File: src/rtl/lsu_pkg.sv
// Shared definitions for the load/store unit: size encodings, FSM states
// and small decode helpers used by the control stage.
package lsu_pkg;

  localparam int unsigned LSU_XLEN = 64;

  typedef enum logic [1:0] {
    SZ_B = 2'd0,
    SZ_H = 2'd1,
    SZ_W = 2'd2,
    SZ_D = 2'd3
  } lsu_size_e;

  typedef enum logic [1:0] {
    LSU_IDLE = 2'd0,
    LSU_REQ  = 2'd1,
    LSU_WAIT = 2'd2,
    LSU_RESP = 2'd3
  } lsu_state_e;

  // Byte-enable pattern for an access of the given size at offset 0.
  function automatic logic [7:0] size_to_mask(input lsu_size_e size);
    logic [7:0] m;
    m = 8'hFF;
    case (size)
      SZ_B:    m = 8'h01;
      SZ_H:    m = 8'h03;
      SZ_W:    m = 8'h0F;
      SZ_D:    m = 8'hFF;
      default: m = 8'hFF;
    endcase
    return m;
  endfunction

  // An access is misaligned when any address bit below its natural size is set.
  function automatic logic is_misaligned(input logic [2:0] offset, input lsu_size_e size);
    logic mis;
    mis = 1'b0;
    case (size)
      SZ_B:    mis = 1'b0;
      SZ_H:    mis = offset[0];
      SZ_W:    mis = |offset[1:0];
      SZ_D:    mis = |offset[2:0];
      default: mis = 1'b0;
    endcase
    return mis;
  endfunction

endpackage

File: src/rtl/MuxKeyWithDefault.sv
// Generic key/value lookup mux: the lut holds NR_KEY {key, data} pairs and
// the output is the data whose key matches, or default_out when none does.
module MuxKeyWithDefault #(
  parameter int unsigned NR_KEY   = 2,
  parameter int unsigned KEY_LEN  = 1,
  parameter int unsigned DATA_LEN = 1
) (
  output logic [DATA_LEN-1:0]                  out,
  input  logic [KEY_LEN-1:0]                   key,
  input  logic [DATA_LEN-1:0]                  default_out,
  input  logic [NR_KEY*(KEY_LEN+DATA_LEN)-1:0] lut
);

  localparam int unsigned PAIR_LEN = KEY_LEN + DATA_LEN;

  // Scan every pair; keys are expected to be unique.
  always_comb begin
    out = default_out;
    for (int unsigned i = 0; i < NR_KEY; i++) begin
      if (lut[i*PAIR_LEN+DATA_LEN +: KEY_LEN] == key) begin
        out = lut[i*PAIR_LEN +: DATA_LEN];
      end
    end
  end

endmodule

File: src/rtl/lsu_load_align.sv
// Combinational load extractor: selects the addressed bytes out of a bus
// doubleword, truncates to the access size and sign/zero-extends.
module lsu_load_align
  import lsu_pkg::*;
#(
  parameter int unsigned XLEN = 64
) (
  input  logic [XLEN-1:0] rdata,
  input  logic [2:0]      offset,
  input  lsu_size_e       size,
  input  logic            is_unsigned,
  output logic [XLEN-1:0] data
);

  localparam int unsigned PAIR_LEN = 3 + XLEN;

  logic [8*PAIR_LEN-1:0] shift_lut;
  logic [XLEN-1:0]       shifted;
  logic                  sext;

  // One table entry per byte offset: the doubleword pre-shifted right by it.
  for (genvar g = 0; g < 8; g++) begin : g_lut
    assign shift_lut[g*PAIR_LEN +: PAIR_LEN] = {3'(g), rdata >> (8*g)};
  end

  MuxKeyWithDefault #(
    .NR_KEY   (8),
    .KEY_LEN  (3),
    .DATA_LEN (XLEN)
  ) u_offset_mux (
    .out         (shifted),
    .key         (offset),
    .default_out ('0),
    .lut         (shift_lut)
  );

  // Truncate to the access width and fill the upper bits.
  always_comb begin
    sext = ~is_unsigned;
    data = shifted;
    case (size)
      SZ_B:    data = {{(XLEN-8){sext & shifted[7]}},   shifted[7:0]};
      SZ_H:    data = {{(XLEN-16){sext & shifted[15]}}, shifted[15:0]};
      SZ_W:    data = {{(XLEN-32){sext & shifted[31]}}, shifted[31:0]};
      SZ_D:    data = shifted;
      default: data = shifted;
    endcase
  end

endmodule

File: src/rtl/lsu_ctrl.sv
// Load/store unit control stage: accepts one memory operation from EXU,
// issues a single aligned doubleword bus request, and returns the aligned,
// extended load result (or store/error/misalign status) to WBU.
module lsu_ctrl
  import lsu_pkg::*;
#(
  parameter int unsigned XLEN = 64,
  parameter int unsigned AW   = 32,
  parameter int unsigned RW   = 5
) (
  input  logic            clk,
  input  logic            rst_n,
  input  logic            in_valid,
  output logic            in_ready,
  input  logic [AW-1:0]   in_addr,
  input  logic [XLEN-1:0] in_wdata,
  input  logic            in_wen,
  input  logic [1:0]      in_size,
  input  logic            in_unsigned,
  input  logic [RW-1:0]   in_rd,
  output logic            mem_req_valid,
  input  logic            mem_req_ready,
  output logic [AW-1:0]   mem_req_addr,
  output logic            mem_req_wen,
  output logic [XLEN-1:0] mem_req_wdata,
  output logic [7:0]      mem_req_wmask,
  input  logic            mem_rsp_valid,
  output logic            mem_rsp_ready,
  input  logic [XLEN-1:0] mem_rsp_rdata,
  input  logic            mem_rsp_err,
  output logic            out_valid,
  input  logic            out_ready,
  output logic [RW-1:0]   out_rd,
  output logic [XLEN-1:0] out_data,
  output logic            out_rf_wen,
  output logic            out_misalign,
  output logic            out_bus_err
);

  lsu_state_e state, next_state;

  logic [AW-1:0]   addr_q;
  logic [XLEN-1:0] wdata_q;
  logic            wen_q;
  lsu_size_e       size_q;
  logic            uns_q;
  logic [RW-1:0]   rd_q;

  logic [XLEN-1:0] out_data_q;
  logic            out_rf_wen_q;
  logic            out_misalign_q;
  logic            out_bus_err_q;

  logic            in_mis;
  logic            accept;
  logic            rsp_take;
  logic [XLEN-1:0] load_data;

  // Misalignment is judged on the incoming operation so IDLE can skip the bus.
  always_comb begin
    in_mis   = is_misaligned(in_addr[2:0], lsu_size_e'(in_size));
    accept   = (state == LSU_IDLE) && in_valid;
    rsp_take = (state == LSU_WAIT) && mem_rsp_valid;
  end

  // State register.
  always_ff @(posedge clk) begin
    if (!rst_n) begin
      state <= LSU_IDLE;
    end else begin
      state <= next_state;
    end
  end

  // Next-state and handshake outputs; responses are only taken in WAIT.
  always_comb begin
    next_state    = state;
    in_ready      = 1'b0;
    mem_req_valid = 1'b0;
    mem_rsp_ready = 1'b0;
    out_valid     = 1'b0;
    case (state)
      LSU_IDLE: begin
        in_ready = 1'b1;
        if (in_valid) begin
          next_state = in_mis ? LSU_RESP : LSU_REQ;
        end
      end
      LSU_REQ: begin
        mem_req_valid = 1'b1;
        if (mem_req_ready) begin
          next_state = LSU_WAIT;
        end
      end
      LSU_WAIT: begin
        mem_rsp_ready = 1'b1;
        if (mem_rsp_valid) begin
          next_state = LSU_RESP;
        end
      end
      LSU_RESP: begin
        out_valid = 1'b1;
        if (out_ready) begin
          next_state = LSU_IDLE;
        end
      end
      default: next_state = LSU_IDLE;
    endcase
  end

  // Operation capture on acceptance and result capture on entry to RESP.
  always_ff @(posedge clk) begin
    if (!rst_n) begin
      addr_q         <= '0;
      wdata_q        <= '0;
      wen_q          <= 1'b0;
      size_q         <= SZ_B;
      uns_q          <= 1'b0;
      rd_q           <= '0;
      out_data_q     <= '0;
      out_rf_wen_q   <= 1'b0;
      out_misalign_q <= 1'b0;
      out_bus_err_q  <= 1'b0;
    end else begin
      if (accept) begin
        addr_q  <= in_addr;
        wdata_q <= in_wdata;
        wen_q   <= in_wen;
        size_q  <= lsu_size_e'(in_size);
        uns_q   <= in_unsigned;
        rd_q    <= in_rd;
        if (in_mis) begin
          out_data_q     <= '0;
          out_rf_wen_q   <= 1'b0;
          out_misalign_q <= 1'b1;
          out_bus_err_q  <= 1'b0;
        end
      end
      if (rsp_take) begin
        out_data_q     <= (mem_rsp_err || wen_q) ? '0 : load_data;
        out_rf_wen_q   <= !wen_q && !mem_rsp_err;
        out_misalign_q <= 1'b0;
        out_bus_err_q  <= mem_rsp_err;
      end
    end
  end

  lsu_load_align #(
    .XLEN (XLEN)
  ) u_load_align (
    .rdata       (mem_rsp_rdata),
    .offset      (addr_q[2:0]),
    .size        (size_q),
    .is_unsigned (uns_q),
    .data        (load_data)
  );

  // Bus request fields come straight from the captured operation.
  always_comb begin
    mem_req_addr  = {addr_q[AW-1:3], 3'b000};
    mem_req_wen   = wen_q;
    mem_req_wdata = wdata_q << {addr_q[2:0], 3'b000};
    mem_req_wmask = wen_q ? (size_to_mask(size_q) << addr_q[2:0]) : 8'h00;
    out_rd        = rd_q;
    out_data      = out_data_q;
    out_rf_wen    = out_rf_wen_q;
    out_misalign  = out_misalign_q;
    out_bus_err   = out_bus_err_q;
  end

endmodule

File: config.mk
export PLATFORM = sky130hd
export DESIGN_NAME = lsu_ctrl
export DESIGN_NICKNAME = d
export VERILOG_FILES = /design/src/rtl/lsu_pkg.sv /design/src/rtl/MuxKeyWithDefault.sv /design/src/rtl/lsu_load_align.sv /design/src/rtl/lsu_ctrl.sv
export SDC_FILE = /design/constraint.sdc
export NUM_CORES = 1
export LEC_CHECK = 0
export ABC_AREA = 1
export CAP_MARGIN = 20
export CORE_ASPECT_RATIO = 1.5
export CORE_MARGIN = 4
export CORE_UTILIZATION = 36
export DETAILED_ROUTE_END_ITERATION = 10
export SLEW_MARGIN = 20
export SYNTH_ARGS = -nofsm -noshare
export SYNTH_HDL_FRONTEND = slang
export SYNTH_HIERARCHICAL = 1
export SYNTH_SLANG_ARGS = --single-unit
File: constraint.sdc
create_clock -name clk -period 2.1 [get_ports clk]
set_input_delay 0.42 -clock clk [delete_from_list [all_inputs] [get_ports clk]]
set_output_delay 0.42 -clock clk [all_outputs]
set_load 0.01 [all_outputs]
==> results of run 1 <==
per-stage QoR:
step / std cells / util / hold WS (ps)
after floorplan: 3475 / - / 435
after global placement: 4404 / 0.507 / 439
after detailed placement: 4404 / 0.507 / 445
after CTS: 4477 / 0.544 / 445
after global routing: 4511 / 0.566 / 473
final: 4511 / 0.566 / 460
area by class of cell:
| cell class | instances | area (µm²) | area share |
|---|---|---|---|
| Multi-Input combinational cell | 2517 | 12800 | 0.483 |
| Timing Repair Buffer | 702 | 7010 | 0.265 |
| Clock inverter | 15 | 144 | 0.00543 |
| Tap cell | 594 | 743 | 0.0280 |
| Sequential cell | 174 | 3500 | 0.132 |
| Clock buffer | 17 | 425 | 0.0160 |
| Inverter | 492 | 1870 | 0.0705 |
cell families (layout without fill, tap and decap cells):
kind of cell,Yosys count,in the layout,share of synthesized area
and+or+nand+nor,1697,1698,0.440
xor gates and xnor gates,20,20,0.0120
other,3,319,0.000660
adders and majority gates,5,5,0.00367
buffers and inverters,785,1226,0.198
AOI/OAI and AO/OA,475,475,0.142
DFF,174,174,0.204
report_power, final:
| part | internal, W | switching (W) | leakage [nW] | total (W) |
|---|---|---|---|---|
| sequential | 0.00395 | 0.000603 | 1.43 | 0.00455 |
| combinational | 0.00825 | 0.0113 | 11.0 | 0.0195 |
| clock | 0.00158 | 0.00158 | 0.283 | 0.00316 |
critical path: stages, from the launching register on:
cell	delay, ps
dfxtp_4	390
buf_6	140
xnor2_4	240
nand3_4	170
buf_6	160
nand2_2	50
nand3_2	50
nand2_1	70
nand3_1	60
nand3_1	70
nand2_1	60
nand2_1	70
nand2_1	70
nand2_2	100
nand3_4	190
buf_12	230
nand4_1	90
nand2_1	70
a21oi_2	130
worst max path at each step:
stage | startpoint | to | slack [ps] | cells past startpoint
2_1_floorplan | addr_q[0] | out_data[46] | -50 | 23
3_3_place_gp | mem_rsp_rdata[47] | out_data[18] | -330 | 15
3_5_place_dp | mem_rsp_rdata[15] | out_data[19] | -320 | 18
4_1_cts | addr_q[1] | out_data[58] | -390 | 20
5_1_grt | addr_q[0] | out_data[56] | -580 | 21
6_report | addr_q[1] | out_data[59] | -390 | 18
sequential cells by signal, summed over array words and instances, names as in the netlist:
signal,count
out_data,64
wdata_q,64
addr_q,32
out_rd,5
size_q,2
state,2
mem_req_wen,1
out_bus_err,1
out_misalign,1
out_rf_wen,1
uns_q,1
placed cells by master (no fill, tap or decap), types with 10 or more instances in the layout:
| master | instances |
|---|---|
| o21ai_0 | 290 |
| o21ai_1 | 34 |
| nand2_1 | 751 |
| nor3_2 | 10 |
| clkdlybuf4s50_1 | 277 |
| buf_2 | 57 |
| buf_4 | 216 |
| or2_1 | 19 |
| buf_6 | 74 |
| inv_1 | 460 |
| nor2_4 | 11 |
| a21oi_2 | 32 |
| o21ai_4 | 15 |
| nand4_1 | 160 |
| buf_12 | 51 |
| nor2_1 | 188 |
| conb_1 | 319 |
| dfxtp_1 | 168 |
| nor2_2 | 11 |
| xnor2_1 | 13 |
| inv_2 | 27 |
| or2_0 | 40 |
| clkbuf_16 | 24 |
| nand2_4 | 26 |
| buf_8 | 14 |
| nand2_2 | 89 |
| nand3_1 | 317 |
| a21oi_1 | 72 |
| o21ai_2 | 15 |
| nand3_2 | 41 |
layer usage:
metal,vias up,share of wire,track usage
li1,11100,-,-
met1,9592,0.39,0.319
met2,753,0.48,0.465
met3,169,0.070,0.0583
met4,0,0.059,0.137
met5,-,0,0
timing repair:
action                                  CTS  global route
endpoints found under the setup margin  136           136
cloned                                    7            10
pin swaps                                71            64
buffers inserted                         38            34
resized for setup                       599           198
==> results.py, run 1 <==
metrics = {
    "outcome": {
        "status": "complete, but fails checks",
        "violations": "setup timing",
    },
    "critical_path": {
        "cp.arrival_ps": 2870,
        "crit_fanout": 8,
        "cp.required_ps": 2490,
        "worstSetupEndpointType": "flop",
        "start_kind": "flop",
        "r2r_cells": 18,
        "r2r_start": "addr_q[1]",
        "reg2reg_slack_ps": -390,
        "worst-setup-path-type": "flop to flop",
        "reg2reg_to": "out_data[59]",
    },
    "floorplan": {
        "dieArea_um2": 51000,
        "io_pins": 357,
        "die_w_um": 186,
        "row_count": 97,
        "coreArea_um2": 46800,
        "die_y_um": 275,
        "start_util": 0.364,
    },
    "logic_synthesis": {
        "ys_warn_count": 6,
        "synth_edf_count": 0,
        "yosys.area.top_type_share": 0.204,
        "synth.top_cells.by_count": "nand2_1, inv_1, nand3_1",
        "syn_area_um2": 17100,
        "synth_flop_cell": "dfxtp_1",
        "synth_cell_type_count": 33,
        "postSynthAreaPerCell_um2": 5.40,
        "synth_cells": 3159,
        "synth_area_leaders": "dfxtp_1, nand2_1, nand3_1",
        "ys_seq_elements": 174,
        "synth-async-reset-ratio": 0,
        "ys_seq_area_frac": 0.204,
        "yosysMostFrequentCell": "nand2_1",
        "yosys.area.top_type": "dfxtp_1",
    },
    "global_routing": {
        "grt_overflow_total": 0,
        "grt_antenna_before_repair": 0,
        "grt_usage": 0.272,
        "grt_pass1_vias": 20000,
        "grt_max_degree": 109,
        "grt_pass1_wl_mm": 111,
    },
    "timing": {
        "worst_pin_slew_ps": 603,
        "hold_viol_final": 0,
        "fmax_mhz": 402,
        "period_needed_ps": 2490,
        "slew_headroom": 0.598,
        "setup_viol": 132,
        "fin_skew_ps": 11.0,
        "setup_slack_ps": -389,
        "rsz0062_at_grt": "yes",
        "drv_slew": 0,
        "post-route-period-util": 1.19,
        "setup_tns_ps": -35050,
    },
    "drt": {
        "wl_per_cell_um": 16.6,
        "dr.first_iter.drc_count": 1450,
        "routed_wl_mm": 74.7,
        "via_count": 21600,
        "via_per_inst": 4.80,
        "drtPass1Iterations": 6,
        "drc_errors": 0,
        "final_antenna_net_count": 0,
    },
    "placement": {
        "numPortBuffers": 353,
        "pre_cts_slack_ps": -322,
        "dpl_cell_area_um2": 23800,
        "hpwlAfterDp_mm": 53.3,
        "gp_congestion": 0.979,
    },
    "power_and_ir_drop": {
        "leakage_nw": 12.7,
        "p_per_area_nw_per_um2": 1030,
        "power.total_w": 0.0272,
        "vdd_drop_max_uv": 671,
    },
    "clock_network": {
        "cts_root_buf": "clkbuf_16",
        "clock_sinks": 174,
        "cts_inserted_buffers": 17,
        "cts_hold_buf": 0,
        "cts_htree_levels": 4,
        "cts_buffer_depth": 2,
        "clk_latency_ps": 450,
        "clk_pin_slew_ps": 80,
        "tritoncts": "yes",
    },
    "layout": {
        "n_fill_cell": 4679,
        "drive_above_1_share": 0.201,
        "layout.nets": 4085,
        "area_growth_syn_to_layout_pct": 55.4,
        "fin_area_um2": 26500,
        "n_antenna_cell": 0,
    },
    "hold_path": {
        "hp-start": "out_misalign",
        "worstHoldPathType": "flop to flop",
        "min_to": "out_misalign",
        "holdPathStages": 2,
    },
    "job": {
        "maxCapViolCount": 0,
    },
}
Power figures use the tool's default switching activity.
==> run 2, diff against run 1 <==
--- a/config.mk
+++ b/config.mk
@@ -9,8 +9,10 @@
 export CAP_MARGIN = 20
 export CORE_ASPECT_RATIO = 1.5
 export CORE_MARGIN = 4
-export CORE_UTILIZATION = 36
+export CORE_UTILIZATION = 48
+export CTS_CLUSTER_SIZE = 10
 export DETAILED_ROUTE_END_ITERATION = 10
+export PLACE_DENSITY = 0.79
 export SLEW_MARGIN = 20
 export SYNTH_ARGS = -nofsm -noshare
 export SYNTH_HDL_FRONTEND = slang
==> results.py, run 2 (synthesis gave the netlist of run 1 again) <==
metrics = {
    "critical_path": {
        "cp.required_ps": 1680,
        "reg2reg_slack_ps": -560,
        "r2r_cells": 21,
        "cp.arrival_ps": 2300,
        "worst-setup-path-type": "flop to primary output",
        "reg2reg_to": "out_data[35]",
        "crit_fanout": 8,
        "r2r_start": "addr_q[1]",
        "start_kind": "flop",
        "worstSetupEndpointType": "primary output",
    },
    "timing": {
        "drv_slew": 0,
        "fmax_mhz": 368,
        "hold_viol_final": 0,
        "fin_skew_ps": 9.07,
        "slew_headroom": 0.474,
        "holdWs_ps": 397,
        "rsz0062_at_grt": "yes",
        "period_needed_ps": 2720,
        "post-route-period-util": 1.30,
        "setup_slack_ps": -620,
        "setup_viol": 134,
        "worst_pin_slew_ps": 789,
    },
    "global_routing": {
        "grt_pass1_wl_mm": 113,
        "grt_usage": 0.359,
        "grt_overflow_total": 0,
        "grt_antenna_before_repair": 1,
        "grt_max_degree": 85,
        "grt_pass1_vias": 21600,
    },
    "clock_network": {
        "cts_inserted_buffers": 17,
        "cts_root_buf": "clkbuf_16",
        "clk_pin_slew_ps": 70,
        "cts_buffer_depth": 2,
        "tritoncts": "yes",
        "cts_htree_levels": 4,
        "cts_hold_buf": 0,
        "clock_sinks": 174,
        "clk_latency_ps": 460,
    },
    "hold_path": {
        "min_to": "out_misalign",
        "hp-start": "rst_n",
        "worstHoldPathType": "primary input to flop",
        "holdPathStages": 3,
    },
    "placement": {
        "pre_cts_slack_ps": -480,
        "numPortBuffers": 353,
        "dp_cells": 4231,
        "gp_congestion": 0.997,
        "hpwlAfterDp_mm": 52.5,
    },
    "layout": {
        "layout.nets": 4048,
        "instances_no_fill": 4354,
        "drive_above_1_share": 0.185,
        "layout_commonest_cell": "nand2_1",
        "area_growth_syn_to_layout_pct": 54.6,
        "final_util": 0.751,
        "layout_common_cells": "nand2_1, inv_1, conb_1, nand3_1, o21ai_0",
        "n_fill_cell": 2836,
    },
    "outcome": {
        "status": "complete, but fails checks",
        "violations": "setup timing",
    },
    "power_and_ir_drop": {
        "p_per_area_nw_per_um2": 1070,
        "leakage_nw": 12.7,
        "vdd_drop_max_uv": 884,
    },
    "floorplan": {
        "coreArea_um2": 35100,
        "die_w_um": 162,
        "dieArea_um2": 38700,
        "io_pins": 357,
        "die_y_um": 239,
        "row_count": 84,
        "start_util": 0.486,
    },
    "drt": {
        "routed_wl_mm": 78.9,
        "drtPass1Iterations": 7,
        "dr.first_iter.drc_count": 2190,
        "via_per_inst": 5.39,
        "wl_per_cell_um": 18.1,
        "drc_errors": 0,
        "via_count": 23400,
        "final_antenna_net_count": 0,
    },
    "job": {
        "maxCapViolCount": 0,
    },
}
run 2: cell types whose count changed in the layout (fill, tap and decap cells not counted), sizes merged, moves of 2 or more:
cell,delta
dlygate4sd2,-2
clkbuf,+4
dlymetal6s2s,+2
clkinvlp,+2
clkinv,-4
buf,-40
run 2: worst max-delay path by stage:
stage          slack (ps)  startpoint           endpoint
6_report             -620   addr_q[1]  mem_req_wdata[54]
3_5_place_dp         -480   addr_q[0]  mem_req_wdata[58]
4_1_cts              -390   addr_q[1]       out_data[35]
2_1_floorplan         -50   addr_q[0]       out_data[46]
5_1_grt              -730   addr_q[1]       out_data[35]
3_3_place_gp         -450   addr_q[0]  mem_req_wdata[58]
run 2: power breakdown:
group	switching (W)	internal [W]	leakage, nW
registers	0.000611	0.00395	1.43
clock network	0.00156	0.00172	0.288
logic	0.0120	0.00850	11.0
run 2: cell type report:
cell class,instances,area (µm²),share of cell area
Tap cell,473,592,0.0224
Inverter,492,1870,0.0711
Clock buffer,19,443,0.0168
Antenna cell,1,2.50,0.0000949
Timing Repair Buffer,665,6940,0.263
Clock inverter,13,145,0.00550
Multi-Input combinational cell,2517,12900,0.489
Sequential cell,174,3500,0.133
run 2: worst max-delay path, stage by stage, from the launching register on:
cell        delay, ps
dfxtp_4           360
buf_12            100
buf_4             110
clkinvlp_4        210
buf_12            230
buf_8             130
o211ai_1          200
nand3_1           210
o21ai_1           130
buf_2             150
run 2: repair_timing:
| item | 4_1_cts | 5_1_grt |
|---|---|---|
| gates cloned | 10 | 13 |
| setup buffers | 33 | 41 |
| pin swaps | 58 | 98 |
| resized for setup | 561 | 255 |
| setup endpoints to repair | 139 | 140 |
run 2: metal layers:
| layer | vias to the layer above | wire length, µm | track usage |
|---|---|---|---|
| met5 | - | 0 | 0 |
| met4 | 0 | 7080 | 0.243 |
| met3 | 411 | 6760 | 0.0697 |
| met2 | 1371 | 37700 | 0.630 |
| met1 | 10600 | 27300 | 0.389 |
| li1 | 11100 | - | - |
run 2: through the flow:
| step | TNS [ps] | total power [W] | instance area [µm²] |
|---|---|---|---|
| 3_5_place_dp | -38210 | 0.0207 | 23100 |
| 5_1_grt | -64440 | 0.0301 | 26400 |
| 4_1_cts | -35260 | 0.0254 | 24800 |
| 2_1_floorplan | -2440 | 0.0146 | 18400 |
| 6_report | -50280 | 0.0283 | 26400 |
| 3_3_place_gp | -37090 | 0.0204 | 23100 |
==> run 3, diff against run 2 <==
--- a/config.mk
+++ b/config.mk
@@ -10,6 +10,7 @@
 export CORE_ASPECT_RATIO = 1.5
 export CORE_MARGIN = 4
 export CORE_UTILIZATION = 48
+export CTS_BUF_LIST = sky130_fd_sc_hd__clkbuf_16
 export CTS_CLUSTER_SIZE = 10
 export DETAILED_ROUTE_END_ITERATION = 10
 export PLACE_DENSITY = 0.79
==> results.py, run 3 (synthesis gave the netlist of run 1 again) <==
metrics = {
    "critical_path": {
        "cp.required_ps": 2470,
        "cp.arrival_ps": 2970,
        "crit_fanout": 9,
        "worst-setup-path-type": "flop to flop",
        "start_kind": "flop",
        "worstSetupEndpointType": "flop",
    },
    "drt": {
        "via_per_inst": 5.35,
        "routed_wl_mm": 78.2,
        "drc_errors": 0,
        "wl_per_cell_um": 17.9,
        "final_antenna_net_count": 0,
        "drtPass1Iterations": 9,
        "via_count": 23300,
        "dr.first_iter.drc_count": 2306,
    },
    "power_and_ir_drop": {
        "vdd_drop_max_uv": 787,
        "p_int_w": 0.0143,
        "clock_power_share": 0.114,
        "seqPwrFrac": 0.161,
        "p_comb_frac": 0.725,
        "leakage_nw": 12.7,
        "power.total_w": 0.0283,
        "switching_power_w": 0.0141,
        "p_sw_frac": 0.497,
        "p_per_area_nw_per_um2": 1070,
    },
    "clock_network": {
        "clk_latency_ps": 450,
        "clock_sinks": 174,
        "cts_hold_buf": 0,
        "cts_buffer_depth": 2,
        "clk_pin_slew_ps": 70,
        "cts_root_buf": "clkbuf_16",
        "cts_htree_levels": 4,
        "tritoncts": "yes",
        "cts_inserted_buffers": 17,
    },
    "timing": {
        "post-route-period-util": 1.24,
        "period_needed_ps": 2600,
        "drv_slew": 0,
        "setup_tns_ps": -48160,
        "worst_pin_slew_ps": 749,
        "slew_headroom": 0.501,
        "fmax_mhz": 384,
        "setup_slack_ps": -501,
        "hold_viol_final": 0,
        "fin_skew_ps": 10.2,
        "rsz0062_at_grt": "yes",
        "setup_viol": 134,
        "holdWs_ps": 388,
    },
    "outcome": {
        "violations": "setup timing",
        "status": "complete, but fails checks",
    },
    "job": {
        "maxCapViolCount": 0,
    },
    "placement": {
        "dp_cells": 4231,
        "numPortBuffers": 353,
        "hpwlAfterDp_mm": 52.5,
        "gp_congestion": 0.997,
    },
    "global_routing": {
        "grt_antenna_before_repair": 1,
        "grt_usage": 0.361,
        "grt_max_degree": 85,
        "grt_pass1_vias": 21600,
        "grt_pass1_wl_mm": 113,
        "grt_overflow_total": 0,
    },
    "layout": {
        "instances_no_fill": 4361,
        "area_growth_syn_to_layout_pct": 54.9,
        "drive_above_1_share": 0.184,
        "layout_commonest_cell": "nand2_1",
        "layout.nets": 4055,
        "register_area_um2": 3500,
        "n_fill_cell": 2840,
        "multi_input_area_um2": 12800,
        "layout_common_cells": "nand2_1, inv_1, conb_1, nand3_1, o21ai_0",
    },
    "floorplan": {
        "die_y_um": 239,
        "die_w_um": 162,
        "dieArea_um2": 38700,
        "row_count": 84,
        "start_util": 0.486,
        "io_pins": 357,
        "coreArea_um2": 35100,
    },
    "hold_path": {
        "worstHoldPathType": "primary input to flop",
    },
}
-- run 3: worst paths after layout --
check / startpoint / endpoint / slack [ps] / cells after the start
worst max-delay path: addr_q[1] / out_data[44] / -500 / 21
worst min-delay path: rst_n / out_misalign / 390 / 3
worst max register to register: addr_q[1] / out_data[44] / -500 / 21
worst min register to register: out_misalign / out_misalign / 460 / 2
-- run 3: layer usage --
metal	up-vias	wire, µm	track usage
met1	10500	27100	0.389
met5	-	0	0
met4	0	6900	0.239
met2	1350	37500	0.636
met3	382	6750	0.0709
li1	11100	-	-
-- run 3: final cells by class --
cell class / count / area share
Multi-Input combinational cell: 2516 / 0.485
Inverter: 492 / 0.0711
Antenna cell: 1 / 0.0000947
Clock buffer: 17 / 0.0161
Clock inverter: 15 / 0.00577
Tap cell: 473 / 0.0224
Timing Repair Buffer: 673 / 0.267
Sequential cell: 174 / 0.132
-- run 3: power groups by stage --
stage                     combinational (W)  sequential, W  clock (W)
final                                0.0206        0.00456    0.00322
after global routing                 0.0222        0.00459    0.00335
after CTS                            0.0178        0.00445    0.00322
after detailed placement             0.0162        0.00449          0
after global placement               0.0160        0.00446          0
after floorplan                      0.0103        0.00438          0
-- run 3: metrics by stage --
| stage | setup slack (ps) | instance area [µm²] | utilization |
|---|---|---|---|
| floorplan | -54.2 | 18400 | - |
| CTS | -389 | 24900 | 0.709 |
| global placement | -450 | 23100 | 0.657 |
| detailed placement | -480 | 23100 | 0.657 |
| global route | -664 | 26400 | 0.753 |
| finish | -501 | 26400 | 0.753 |
-- run 3: worst max-delay path, cell delays in order (launching register included) --
cell and delay [ps]:
dfxtp_4 350, buf_12 120, buf_12 140, xnor2_4 210
buf_12 140, nand4_1 90, nand2_1 70, inv_1 40
nand2_1 70, nand3_2 70, nand3_2 60, nand2_1 50
nand2_1 50, nand2_1 60, nand2_2 90, inv_2 60
nor2_4 160, nand2_8 150, clkbuf_16 220, nand4_1 100
nand2_1 60, a21oi_1 140
-- run 3: what timing repair did --
action / 4_1_cts / 5_1_grt
setup endpoints to repair: 139 / 137
pin swaps: 58 / 91
endpoints found under the hold margin: 0 / 0
gates resized for setup: 557 / 263
gates cloned: 13 / 13
buffers inserted: 36 / 45
